`config.mk`:
```
export PLATFORM = sky130hd
export DESIGN_NAME = pipe_hazard_ctrl_flat
export DESIGN_NICKNAME = d
export VERILOG_FILES = /design/src/rtl/pipe_hazard_ctrl_if.sv /design/src/rtl/pipe_hazard_ctrl.sv /design/src/flat_wrapper.sv
export SDC_FILE = /design/constraint.sdc
export NUM_CORES = 1
export LEC_CHECK = 0
export BUFFER_PORTS_ARGS = -buffer_cell sky130_fd_sc_hd__buf_2
export CORE_MARGIN = 2
export CORE_UTILIZATION = 49
export CTS_CLUSTER_DIAMETER = 60
export CTS_CLUSTER_SIZE = 20
export DETAILED_ROUTE_END_ITERATION = 8
export GPL_TIMING_DRIVEN = 0
export PLACE_DENSITY = 0.79
export SLEW_MARGIN = 10
export SYNTH_ARGS = -nofsm -noshare
export SYNTH_HDL_FRONTEND = slang
export SYNTH_SLANG_ARGS = --single-unit
export TNS_END_PERCENT = 1
```
`constraint.sdc`:
```
create_clock -name clk -period 1.91 [get_ports clk]
set_input_delay 0.0955 -clock clk [delete_from_list [all_inputs] [get_ports clk]]
set_output_delay 0.0955 -clock clk [all_outputs]
set_load 0.02 [all_outputs]
```
`src/rtl/pipe_hazard_ctrl_if.sv`:
```
// Pipeline-side hazard signals and the stall/flush controls returned to the datapath.
// The slave modport is the hazard controller; the master modport is the pipeline driving it.
interface pipe_hazard_ctrl_if #(
  parameter int unsigned PERF_W = 16
);
  logic [4:0]        id_rs;
  logic [4:0]        id_rt;
  logic              id_uses_rt;
  logic              ex_MemRead;
  logic [4:0]        ex_writeReg;
  logic              branch_taken;
  logic              jump;
  logic              mem_access;
  logic              mem_ready;
  logic              pc_write;
  logic              if_id_write;
  logic              if_id_flush;
  logic              id_ex_write;
  logic              id_ex_flush;
  logic              ex_mem_write;
  logic              mem_wb_bubble;
  logic              mem_req;
  logic              timeout_err;
  logic [1:0]        state;
  logic [PERF_W-1:0] stall_cnt;

  modport master (
    output id_rs, id_rt, id_uses_rt, ex_MemRead, ex_writeReg, branch_taken, jump,
           mem_access, mem_ready,
    input  pc_write, if_id_write, if_id_flush, id_ex_write, id_ex_flush, ex_mem_write,
           mem_wb_bubble, mem_req, timeout_err, state, stall_cnt
  );

  modport slave (
    input  id_rs, id_rt, id_uses_rt, ex_MemRead, ex_writeReg, branch_taken, jump,
           mem_access, mem_ready,
    output pc_write, if_id_write, if_id_flush, id_ex_write, id_ex_flush, ex_mem_write,
           mem_wb_bubble, mem_req, timeout_err, state, stall_cnt
  );
endinterface

```
`src/rtl/pipe_hazard_ctrl.sv`:
```
// Stall/flush sequencer for a 5-stage pipeline: load-use stalls, branch flushes,
// data-memory wait freeze with timeout to a sticky error, and a stall-cycle counter.
module pipe_hazard_ctrl #(
  parameter int unsigned TIMEOUT_CYCLES = 15,
  parameter int unsigned CNT_W          = 4,
  parameter int unsigned PERF_W         = 16
) (
  input logic               clk,
  input logic               rst_n,
  pipe_hazard_ctrl_if.slave bus
);

  typedef enum logic [1:0] {
    StRun     = 2'd0,
    StLuStall = 2'd1,
    StMemWait = 2'd2,
    StErr     = 2'd3
  } state_e;

  state_e            state_q, state_d;
  logic [CNT_W-1:0]  cnt_q, cnt_d;
  logic              err_q, err_d;
  logic [PERF_W-1:0] stall_cnt_q, stall_cnt_d;

  logic lu_hazard, lu_eff, mem_miss;
  logic pc_wr, if_id_wr, if_id_fl, id_ex_wr, id_ex_fl, ex_mem_wr, bubble, req;

  assign lu_hazard = bus.ex_MemRead && (bus.ex_writeReg != 5'd0) &&
                     ((bus.ex_writeReg == bus.id_rs) ||
                      (bus.id_uses_rt && (bus.ex_writeReg == bus.id_rt)));
  // EX holds a bubble during LU_STALL, so a second load-use stall would be spurious.
  assign lu_eff    = lu_hazard && (state_q == StRun);
  assign mem_miss  = bus.mem_access && !bus.mem_ready;

  always_ff @(posedge clk) begin
    if (!rst_n) begin
      state_q     <= StRun;
      cnt_q       <= '0;
      err_q       <= 1'b0;
      stall_cnt_q <= '0;
    end else begin
      state_q     <= state_d;
      cnt_q       <= cnt_d;
      err_q       <= err_d;
      stall_cnt_q <= stall_cnt_d;
    end
  end

  always_comb begin
    state_d = state_q;
    cnt_d   = cnt_q;
    err_d   = err_q;
    case (state_q)
      StRun, StLuStall: begin
        cnt_d = '0;
        if (mem_miss) begin
          state_d = StMemWait;
          cnt_d   = CNT_W'(1);
        end else if (lu_eff) begin
          state_d = StLuStall;
        end else begin
          state_d = StRun;
        end
      end
      StMemWait: begin
        if (bus.mem_ready) begin
          state_d = StRun;
          cnt_d   = '0;
        end else if (cnt_q == CNT_W'(TIMEOUT_CYCLES)) begin
          state_d = StErr;
          cnt_d   = '0;
          err_d   = 1'b1;
        end else begin
          cnt_d = cnt_q + CNT_W'(1);
        end
      end
      default: begin
        state_d = StErr;
        err_d   = 1'b1;
      end
    endcase
    stall_cnt_d = stall_cnt_q;
    if (!pc_wr && (stall_cnt_q != {PERF_W{1'b1}})) begin
      stall_cnt_d = stall_cnt_q + PERF_W'(1);
    end
  end

  always_comb begin
    pc_wr     = 1'b1;
    if_id_wr  = 1'b1;
    if_id_fl  = 1'b0;
    id_ex_wr  = 1'b1;
    id_ex_fl  = 1'b0;
    ex_mem_wr = 1'b1;
    bubble    = 1'b0;
    req       = 1'b0;
    if (!rst_n) begin
      // Flush every stage so the pipeline drains to NOPs while reset is held.
      if_id_fl = 1'b1;
      id_ex_fl = 1'b1;
      bubble   = 1'b1;
    end else begin
      case (state_q)
        StRun, StLuStall: begin
          if (bus.mem_access) begin
            req = 1'b1;
          end
          if (mem_miss) begin
            pc_wr     = 1'b0;
            if_id_wr  = 1'b0;
            id_ex_wr  = 1'b0;
            ex_mem_wr = 1'b0;
            bubble    = 1'b1;
          end else if (lu_eff) begin
            pc_wr    = 1'b0;
            if_id_wr = 1'b0;
            id_ex_fl = 1'b1;
          end else if (bus.branch_taken || bus.jump) begin
            if_id_fl = 1'b1;
          end
        end
        StMemWait: begin
          req = 1'b1;
          if (!bus.mem_ready) begin
            pc_wr     = 1'b0;
            if_id_wr  = 1'b0;
            id_ex_wr  = 1'b0;
            ex_mem_wr = 1'b0;
            bubble    = 1'b1;
          end
        end
        default: begin
          pc_wr     = 1'b0;
          if_id_wr  = 1'b0;
          id_ex_wr  = 1'b0;
          ex_mem_wr = 1'b0;
          bubble    = 1'b1;
        end
      endcase
    end
  end

  assign bus.pc_write      = pc_wr;
  assign bus.if_id_write   = if_id_wr;
  assign bus.if_id_flush   = if_id_fl;
  assign bus.id_ex_write   = id_ex_wr;
  assign bus.id_ex_flush   = id_ex_fl;
  assign bus.ex_mem_write  = ex_mem_wr;
  assign bus.mem_wb_bubble = bubble;
  assign bus.mem_req       = req;
  assign bus.timeout_err   = err_q;
  assign bus.state         = state_q;
  assign bus.stall_cnt     = stall_cnt_q;

endmodule

```
`src/flat_wrapper.sv`:
```
// flat-port wrapper written by rule: the top's interface ports become plain ports
module pipe_hazard_ctrl_flat 
#(
  parameter int unsigned TIMEOUT_CYCLES = 15,
  parameter int unsigned CNT_W          = 4,
  parameter int unsigned PERF_W         = 16
)
  (clk, rst_n, bus_id_rs, bus_id_rt, bus_id_uses_rt, bus_ex_MemRead, bus_ex_writeReg, bus_branch_taken, bus_jump, bus_mem_access, bus_mem_ready, bus_pc_write, bus_if_id_write, bus_if_id_flush, bus_id_ex_write, bus_id_ex_flush, bus_ex_mem_write, bus_mem_wb_bubble, bus_mem_req, bus_timeout_err, bus_state, bus_stall_cnt);
  pipe_hazard_ctrl_if #(.PERF_W(PERF_W)) bus_i ();
  input logic clk;
  input logic rst_n;
  input wire logic [$bits(bus_i.id_rs)-1:0] bus_id_rs;
  input wire logic [$bits(bus_i.id_rt)-1:0] bus_id_rt;
  input wire logic [$bits(bus_i.id_uses_rt)-1:0] bus_id_uses_rt;
  input wire logic [$bits(bus_i.ex_MemRead)-1:0] bus_ex_MemRead;
  input wire logic [$bits(bus_i.ex_writeReg)-1:0] bus_ex_writeReg;
  input wire logic [$bits(bus_i.branch_taken)-1:0] bus_branch_taken;
  input wire logic [$bits(bus_i.jump)-1:0] bus_jump;
  input wire logic [$bits(bus_i.mem_access)-1:0] bus_mem_access;
  input wire logic [$bits(bus_i.mem_ready)-1:0] bus_mem_ready;
  output wire logic [$bits(bus_i.pc_write)-1:0] bus_pc_write;
  output wire logic [$bits(bus_i.if_id_write)-1:0] bus_if_id_write;
  output wire logic [$bits(bus_i.if_id_flush)-1:0] bus_if_id_flush;
  output wire logic [$bits(bus_i.id_ex_write)-1:0] bus_id_ex_write;
  output wire logic [$bits(bus_i.id_ex_flush)-1:0] bus_id_ex_flush;
  output wire logic [$bits(bus_i.ex_mem_write)-1:0] bus_ex_mem_write;
  output wire logic [$bits(bus_i.mem_wb_bubble)-1:0] bus_mem_wb_bubble;
  output wire logic [$bits(bus_i.mem_req)-1:0] bus_mem_req;
  output wire logic [$bits(bus_i.timeout_err)-1:0] bus_timeout_err;
  output wire logic [$bits(bus_i.state)-1:0] bus_state;
  output wire logic [$bits(bus_i.stall_cnt)-1:0] bus_stall_cnt;
  assign bus_i.id_rs = bus_id_rs;
  assign bus_i.id_rt = bus_id_rt;
  assign bus_i.id_uses_rt = bus_id_uses_rt;
  assign bus_i.ex_MemRead = bus_ex_MemRead;
  assign bus_i.ex_writeReg = bus_ex_writeReg;
  assign bus_i.branch_taken = bus_branch_taken;
  assign bus_i.jump = bus_jump;
  assign bus_i.mem_access = bus_mem_access;
  assign bus_i.mem_ready = bus_mem_ready;
  assign bus_pc_write = bus_i.pc_write;
  assign bus_if_id_write = bus_i.if_id_write;
  assign bus_if_id_flush = bus_i.if_id_flush;
  assign bus_id_ex_write = bus_i.id_ex_write;
  assign bus_id_ex_flush = bus_i.id_ex_flush;
  assign bus_ex_mem_write = bus_i.ex_mem_write;
  assign bus_mem_wb_bubble = bus_i.mem_wb_bubble;
  assign bus_mem_req = bus_i.mem_req;
  assign bus_timeout_err = bus_i.timeout_err;
  assign bus_state = bus_i.state;
  assign bus_stall_cnt = bus_i.stall_cnt;
  pipe_hazard_ctrl #(.TIMEOUT_CYCLES(TIMEOUT_CYCLES), .CNT_W(CNT_W), .PERF_W(PERF_W)) u_core (.clk(clk), .rst_n(rst_n), .bus(bus_i));
endmodule
```
==> reports/results.ini, run 1 <==
[critical_path]
reg2reg_from = u_core.bus.stall_cnt[6]
start_kind = register
cp_max_fo = 10
critPathBufInv = 2
required_ps = 2120
reg2reg_slack_ps = 20
path_common_cell = buf_6
crit_type = reg2reg
cp_cell_sequence = nand4_1 -> nor4_4 -> nand3_1 -> nand3_2 -> buf_6 -> buf_6 -> mux2i_1 -> nor2_1
critPathMaxStageDelay_ps = 400
r2r-end = u_core.bus.stall_cnt[1]
critical_path.top_delay_family = simple AND/OR/NAND/NOR gates
end_kind = register
r2r_cells = 8
critPathArrivalTime_ps = 2100
crit_slowest_cell = dfxtp_4

[drt]
wirelength_um = 3580
drc = 0
drt_iter0_markers = 46
via_count = 1503
drtAntennaViolNets = 0
vias_per_cell = 5.85
wl_per_cell_um = 13.9
firstDrtPassIters = 4

[finish]
instances_no_fill = 257
nNetsFinal = 252
diodes = 0
num-fill-cells = 250
register_area_um2 = 474
postLayoutCellArea_um2 = 1790
areaGrowthSynthToFinish_pct = 30.5
multi_input_area_um2 = 878
drive_above_1_share_pct = 36.7

[timing]
setup_violations = 0
worstMarginPinSlew_ps = 500
hold_viol_final = 0
period_share_pct = 98.9
fmax_ghz = 0.529
relSlewSlack_pct = 66.7
min_period_ps = 1890
drv_slew = 0
fin_skew_ps = 9.96
finalSetupTns_ps = 0
timing.hold.ws_ps = 163

[power_and_ir_drop]
swShare_pct = 30.8
peakVddDrop_mv = 0.516
seq_power_share_pct = 52.3
powerDensity_nw_per_um2 = 525
power_uw = 941
p_sw_uw = 290
p_leak_uw = 0.000795
power_frac_comb_pct = 23.0
p_clk_share_pct = 24.7
p_int_uw = 651

[floorplan]
die_h_um = 56.9
start_util_pct = 50.6
dieArea_um2 = 3240
core.rowCount = 19
ioPinCount = 50
die_w_um = 56.9
core_um2 = 2710

[clock_tree]
clockBufferDepth = 2
cts_max_level = 1
clkTransAtPathRegs_ps = 140
root_buffer = clkbuf_4
cts_tree = done
holdBufCountCts = 0
clk_latency_ps = 320
clock_sinks = 23
cts_made_buffers = 3

[grt]
grt_pass1_vias = 1308
gr-total-overflow = 0
grt_max_degree = 14
antenna_found_initial = 0
grt_pass1_wl_um = 5530
grt_usage_pct = 21.2

[yosys]
syn-cell-area_um2 = 1370
synth.avg_cell_area_um2 = 8.17
synth-seq-cells = 23
synth_edf_count = 0
ys.flop_type = dfxtp_1
synthArstFlopShare_pct = 0
synthCells = 168
yosysSeqAreaShare_pct = 33.5
ys_warn_count = 0
synth_nets = 193
ys_types = 42

[placed_design]
placed_area_um2 = 1660
io_buffers = 48
dp_cells = 247
place_congestion = 0.805
dpl.hpwl_um = 2500

[worst_hold_path]
hp-start = bus_mem_access
whs_endpoint = u_core.bus.state[1]
holdPathStages = 3
hold_path_class = in2reg

[status]
status = complete, no violations

[run]
drv_cap = 0

tightest hold or removal path, cell delays in order:
cell     delay (ps)
buf_2           110
a21oi_2         110
nor2_1          120
placed cells by master (no fill, tap or decap), types with 5 or more instances in the layout:
master / n
nand2_1: 14
o31ai_1: 7
dfxtp_1: 16
nand3_1: 14
or4_1: 6
buf_4: 7
a21oi_1: 11
dfxtp_2: 5
nor2_1: 16
buf_2: 49
xor2_1: 10
per-layer routing:
layer / vias up / track usage [%] / wire [µm]
met2: 56 / 35.0 / 1740
met4: 0 / 9.30 / 46
met1: 696 / 26.8 / 1560
met3: 7 / 4.15 / 237
li1: 744 / - / -
met5: - / 0 / 0
power by group through the flow:
stage	clock network, µW	registers (µW)	logic, µW
floorplan	0	510	121
global placement	0	505	190
detailed placement	0	505	194
CTS	239	494	197
global route	263	494	235
finish	232	492	217
synth_stat cells, types with 2 or more instances:
library cell	number	area share [%]
a22oi_1	2	1.1
inv_1	4	1.1
dfxtp_1	23	34
or3_1	2	0.91
clkbuf_1	6	1.6
a21oi_1	13	4.7
a21o_1	2	1.1
and3_1	3	1.4
mux2i_1	4	2.9
nand3_1	14	5.1
o21ai_0	5	1.8
o21ai_1	2	0.73
xor2_1	10	6.4
nor2_1	17	4.6
o31ai_1	7	3.8
buf_6	2	1.6
a31oi_1	2	0.91
o211ai_1	4	2.2
nand2b_1	3	1.4
nand2_1	14	3.8
or4_1	6	3.3
ha_1	2	1.8
buf_4	2	1.1
cell families (layout without fill, tap and decap cells):
| logic type | after synthesis | count (layout) | synth area share (%) |
|---|---|---|---|
| fa+ha+maj | 2 | 2 | 1.82 |
| compound gates | 46 | 46 | 22.7 |
| simple gates | 68 | 68 | 26.5 |
| mux | 4 | 4 | 2.92 |
| xor+xnor | 11 | 11 | 7.02 |
| buf+inv | 14 | 72 | 5.47 |
| flops | 23 | 23 | 33.5 |
metrics by stage:
step           worst slack (ps)  util [%]
2_1_floorplan              36.6         -
6_report                   20.9      66.1
3_3_place_gp              -94.4      61.1
5_1_grt                   -45.2      66.1
3_5_place_dp              -94.0      61.1
4_1_cts                   -14.9      63.1
what timing repair did:
item                                    4_1_cts  5_1_grt
setup buffers                                 1        4
gates resized for setup                       5       20
pin swaps                                     1        6
cloned                                        0        1
endpoints found under the setup margin       12       18
worst max-delay path by stage:
stage / depth (start not counted) / endpoint / from
6_report: 8 / u_core.bus.stall_cnt[1] / u_core.bus.stall_cnt[6]
5_1_grt: 8 / u_core.bus.stall_cnt[1] / u_core.bus.stall_cnt[6]
4_1_cts: 7 / bus_pc_write / u_core.bus.state[1]
3_5_place_dp: 9 / u_core.bus.stall_cnt[1] / u_core.bus.stall_cnt[0]
3_3_place_gp: 9 / u_core.bus.stall_cnt[1] / u_core.bus.stall_cnt[0]
2_1_floorplan: 9 / u_core.bus.stall_cnt[1] / u_core.bus.stall_cnt[5]
final cells by class:
| type | instances | area share, % |
|---|---|---|
| flip-flops and latches | 23 | 26.5 |
| multi-input cells | 131 | 49.0 |
| clock inverters | 1 | 0.279 |
| plain buffers | 10 | 3.84 |
| repair buffers | 54 | 16.1 |
| clock buffers | 3 | 1.26 |
| inverters | 4 | 0.838 |
| well taps | 31 | 2.16 |
flip-flops by register name, summed over array words and instances, names as in the netlist:
register	flops
u_core.bus.stall_cnt	16
u_core.cnt_q	4
u_core.bus.state	2
u_core.bus.timeout_err	1
(Power assumes the default switching activity.)
==> inputs of run 2 (changes only) <==
- CTS_BUF_LIST: default -> sky130_fd_sc_hd__clkbuf_16
==> run 2 against run 1 <==
First-iteration DRC count grew 4.3%. Via count fell by 2.3%. Die area did not move. Flip-flop and latch count stayed put. Global-route usage down 0.095 points. Combinational power decreased by 3%. Clock skew decreased by 5.6 ps. Largest power group unchanged. Highest routed layer unchanged.
==> reports/results.ini, run 2 (synthesis gave the netlist of run 1 again) <==
[grt]
gr-total-overflow = 0  ; unchanged
met3_usage_pct = 4.84  ; +0.69 points
use_met2_pct = 35.3  ; +0.33 points
antenna_found_initial = 0  ; unchanged
grt_usage_pct = 21.1  ; -0.095 points
grt_max_degree = 14  ; unchanged
grt_use_met1_pct = 26.5  ; -0.28 points
grt_pass1_wl_um = 5480  ; -0.99%
grt_pass1_vias = 1292  ; -1.2%
grt_busiest_layer = met2

[drt]
drtAntennaViolNets = 0  ; unchanged
wl_per_cell_um = 14.1  ; +1.4%
drc = 0  ; unchanged
firstDrtPassIters = 4  ; unchanged
vias_per_cell = 5.80  ; -0.78%
via_count = 1468  ; -2.3%
wirelength_um = 3580  ; -0.14%
drt_iter0_markers = 48  ; +4.3%

[finish]
largest_reg_flops = 16  ; unchanged
layout_common_cells = buf_2, dfxtp_1, nor2_1
diodes = 0  ; unchanged
nNetsFinal = 248  ; -1.6%
drive_above_1_share_pct = 35.6  ; -1.1 points
areaGrowthSynthToFinish_pct = 33.5
postLayoutCellArea_um2 = 1830  ; +2.2%
final_common_cell = buf_2

[floorplan]
core.rowCount = 19  ; unchanged
dieArea_um2 = 3240  ; unchanged
start_util_pct = 50.6  ; unchanged
ioPinCount = 50  ; unchanged
die_h_um = 56.9  ; unchanged
die_w_um = 56.9  ; unchanged
core_um2 = 2710  ; unchanged

[placed_design]
io_buffers = 48  ; unchanged
placed_area_um2 = 1660  ; unchanged
dpl.hpwl_um = 2500  ; unchanged
place_congestion = 0.805  ; unchanged

[worst_hold_path]
hold_path_class = in2reg

[timing]
period_share_pct = 96.8  ; -2.1 points
setup_violations = 0  ; unchanged
finalSetupTns_ps = 0  ; unchanged
hold_viol_final = 0  ; unchanged
worstMarginPinSlew_ps = 529  ; +29.6 ps
drv_slew = 0  ; unchanged
min_period_ps = 1850  ; -40.6 ps
fin_skew_ps = 4.32  ; -5.64 ps
relSlewSlack_pct = 64.7  ; -2.0 points
fmax_ghz = 0.541  ; +2.2%

[clock_tree]
clock_sinks = 23  ; unchanged
cts_made_buffers = 3  ; unchanged
root_buffer = clkbuf_16
cts_tree = done
cts_max_level = 1  ; unchanged
clockBufferDepth = 2  ; unchanged
clkTransAtPathRegs_ps = 60  ; -80 ps
clk_latency_ps = 260  ; -60 ps

[critical_path]
required_ps = 2040  ; -80 ps
critPathArrivalTime_ps = 1970  ; -130 ps
crit_type = reg2reg
critPathMaxStageDelay_ps = 380  ; -20 ps
critPathBufInv = 2  ; unchanged
cp_cell_sequence = ha_4 -> nand2_1 -> nor4_4 -> nand3_2 -> nand3_4 -> buf_6 -> buf_6 -> mux2i_1 -> nor2_1
critical_path.top_delay_family = simple AND/OR/NAND/NOR gates
path_common_cell = buf_6
end_kind = register
start_kind = register
reg2reg_slack_ps = 60  ; +40 ps
crit_slowest_cell = dfxtp_4
cp_max_fo = 10  ; unchanged

[status]
status = complete, no violations

[power_and_ir_drop]
peakVddDrop_mv = 0.550  ; +6.6%
powerDensity_nw_per_um2 = 634  ; +21%
p_leak_uw = 0.000797  ; +0.18%

[run]
drv_cap = 0  ; unchanged

[run 2: worst register-to-register path, stage by stage (launching register included)]
cell	delay, ps
dfxtp_4	380
ha_4	160
nand2_1	80
nor4_4	300
nand3_2	130
nand3_4	140
buf_6	140
buf_6	140
mux2i_1	190
nor2_1	60
[run 2: through the flow]
step | util, % | std cells | worst slack, ps | total power (µW) | hold WS (ps)
finish | 67.6 | 253 | 61.5 | 1160 | 217
global route | 67.6 | 253 | -39.1 | 1210 | 256
floorplan | - | 168 | 36.6 | 630 | 331
CTS | 64.7 | 251 | -32.1 | 1150 | 234
global placement | 61.1 | 247 | -94.4 | 695 | 454
detailed placement | 61.1 | 247 | -94.0 | 699 | 462
[run 2: cell type report]
cell class / instances / area, µm²
Buffer: 10 / 67.6
Clock buffer: 3 / 75.1
Clock inverter: 1 / 5.00
Fill cell: 241 / 878
Inverter: 4 / 15.0
Multi-Input combinational cell: 131 / 898
Sequential cell: 23 / 473
Tap cell: 31 / 38.8
Timing Repair Buffer: 50 / 259
[run 2: power by group]
| group | total [µW] | internal (µW) | switching (µW) |
|---|---|---|---|
| sequential | 495 | 486 | 9.77 |
| clock | 456 | 282 | 174 |
| combinational | 210 | 84.5 | 126 |
[run 2: final timing paths]
check                               start                 endpoint  depth (start not counted)
hold reg to reg    u_core.bus.timeout_err   u_core.bus.timeout_err                          2
setup / recovery  u_core.bus.stall_cnt[0]  u_core.bus.stall_cnt[1]                          9
setup reg to reg  u_core.bus.stall_cnt[0]  u_core.bus.stall_cnt[1]                          9
hold / removal             bus_mem_access      u_core.bus.state[1]                          3
[run 2: per-layer routing]
layer | share of wire (%) | up-vias | wire length [µm]
met2 | 49 | 49 | 1750
met4 | 0.84 | 0 | 30
met3 | 6.7 | 4 | 241
met5 | 0 | - | 0
li1 | - | 733 | -
met1 | 44 | 682 | 1560
[run 2: what timing repair did]
item	CTS	global route
gates resized for setup	4	22
gates cloned	0	1
buffers inserted	0	1
setup endpoints to repair	10	15
hold buffers	0	0
pin swaps	1	6
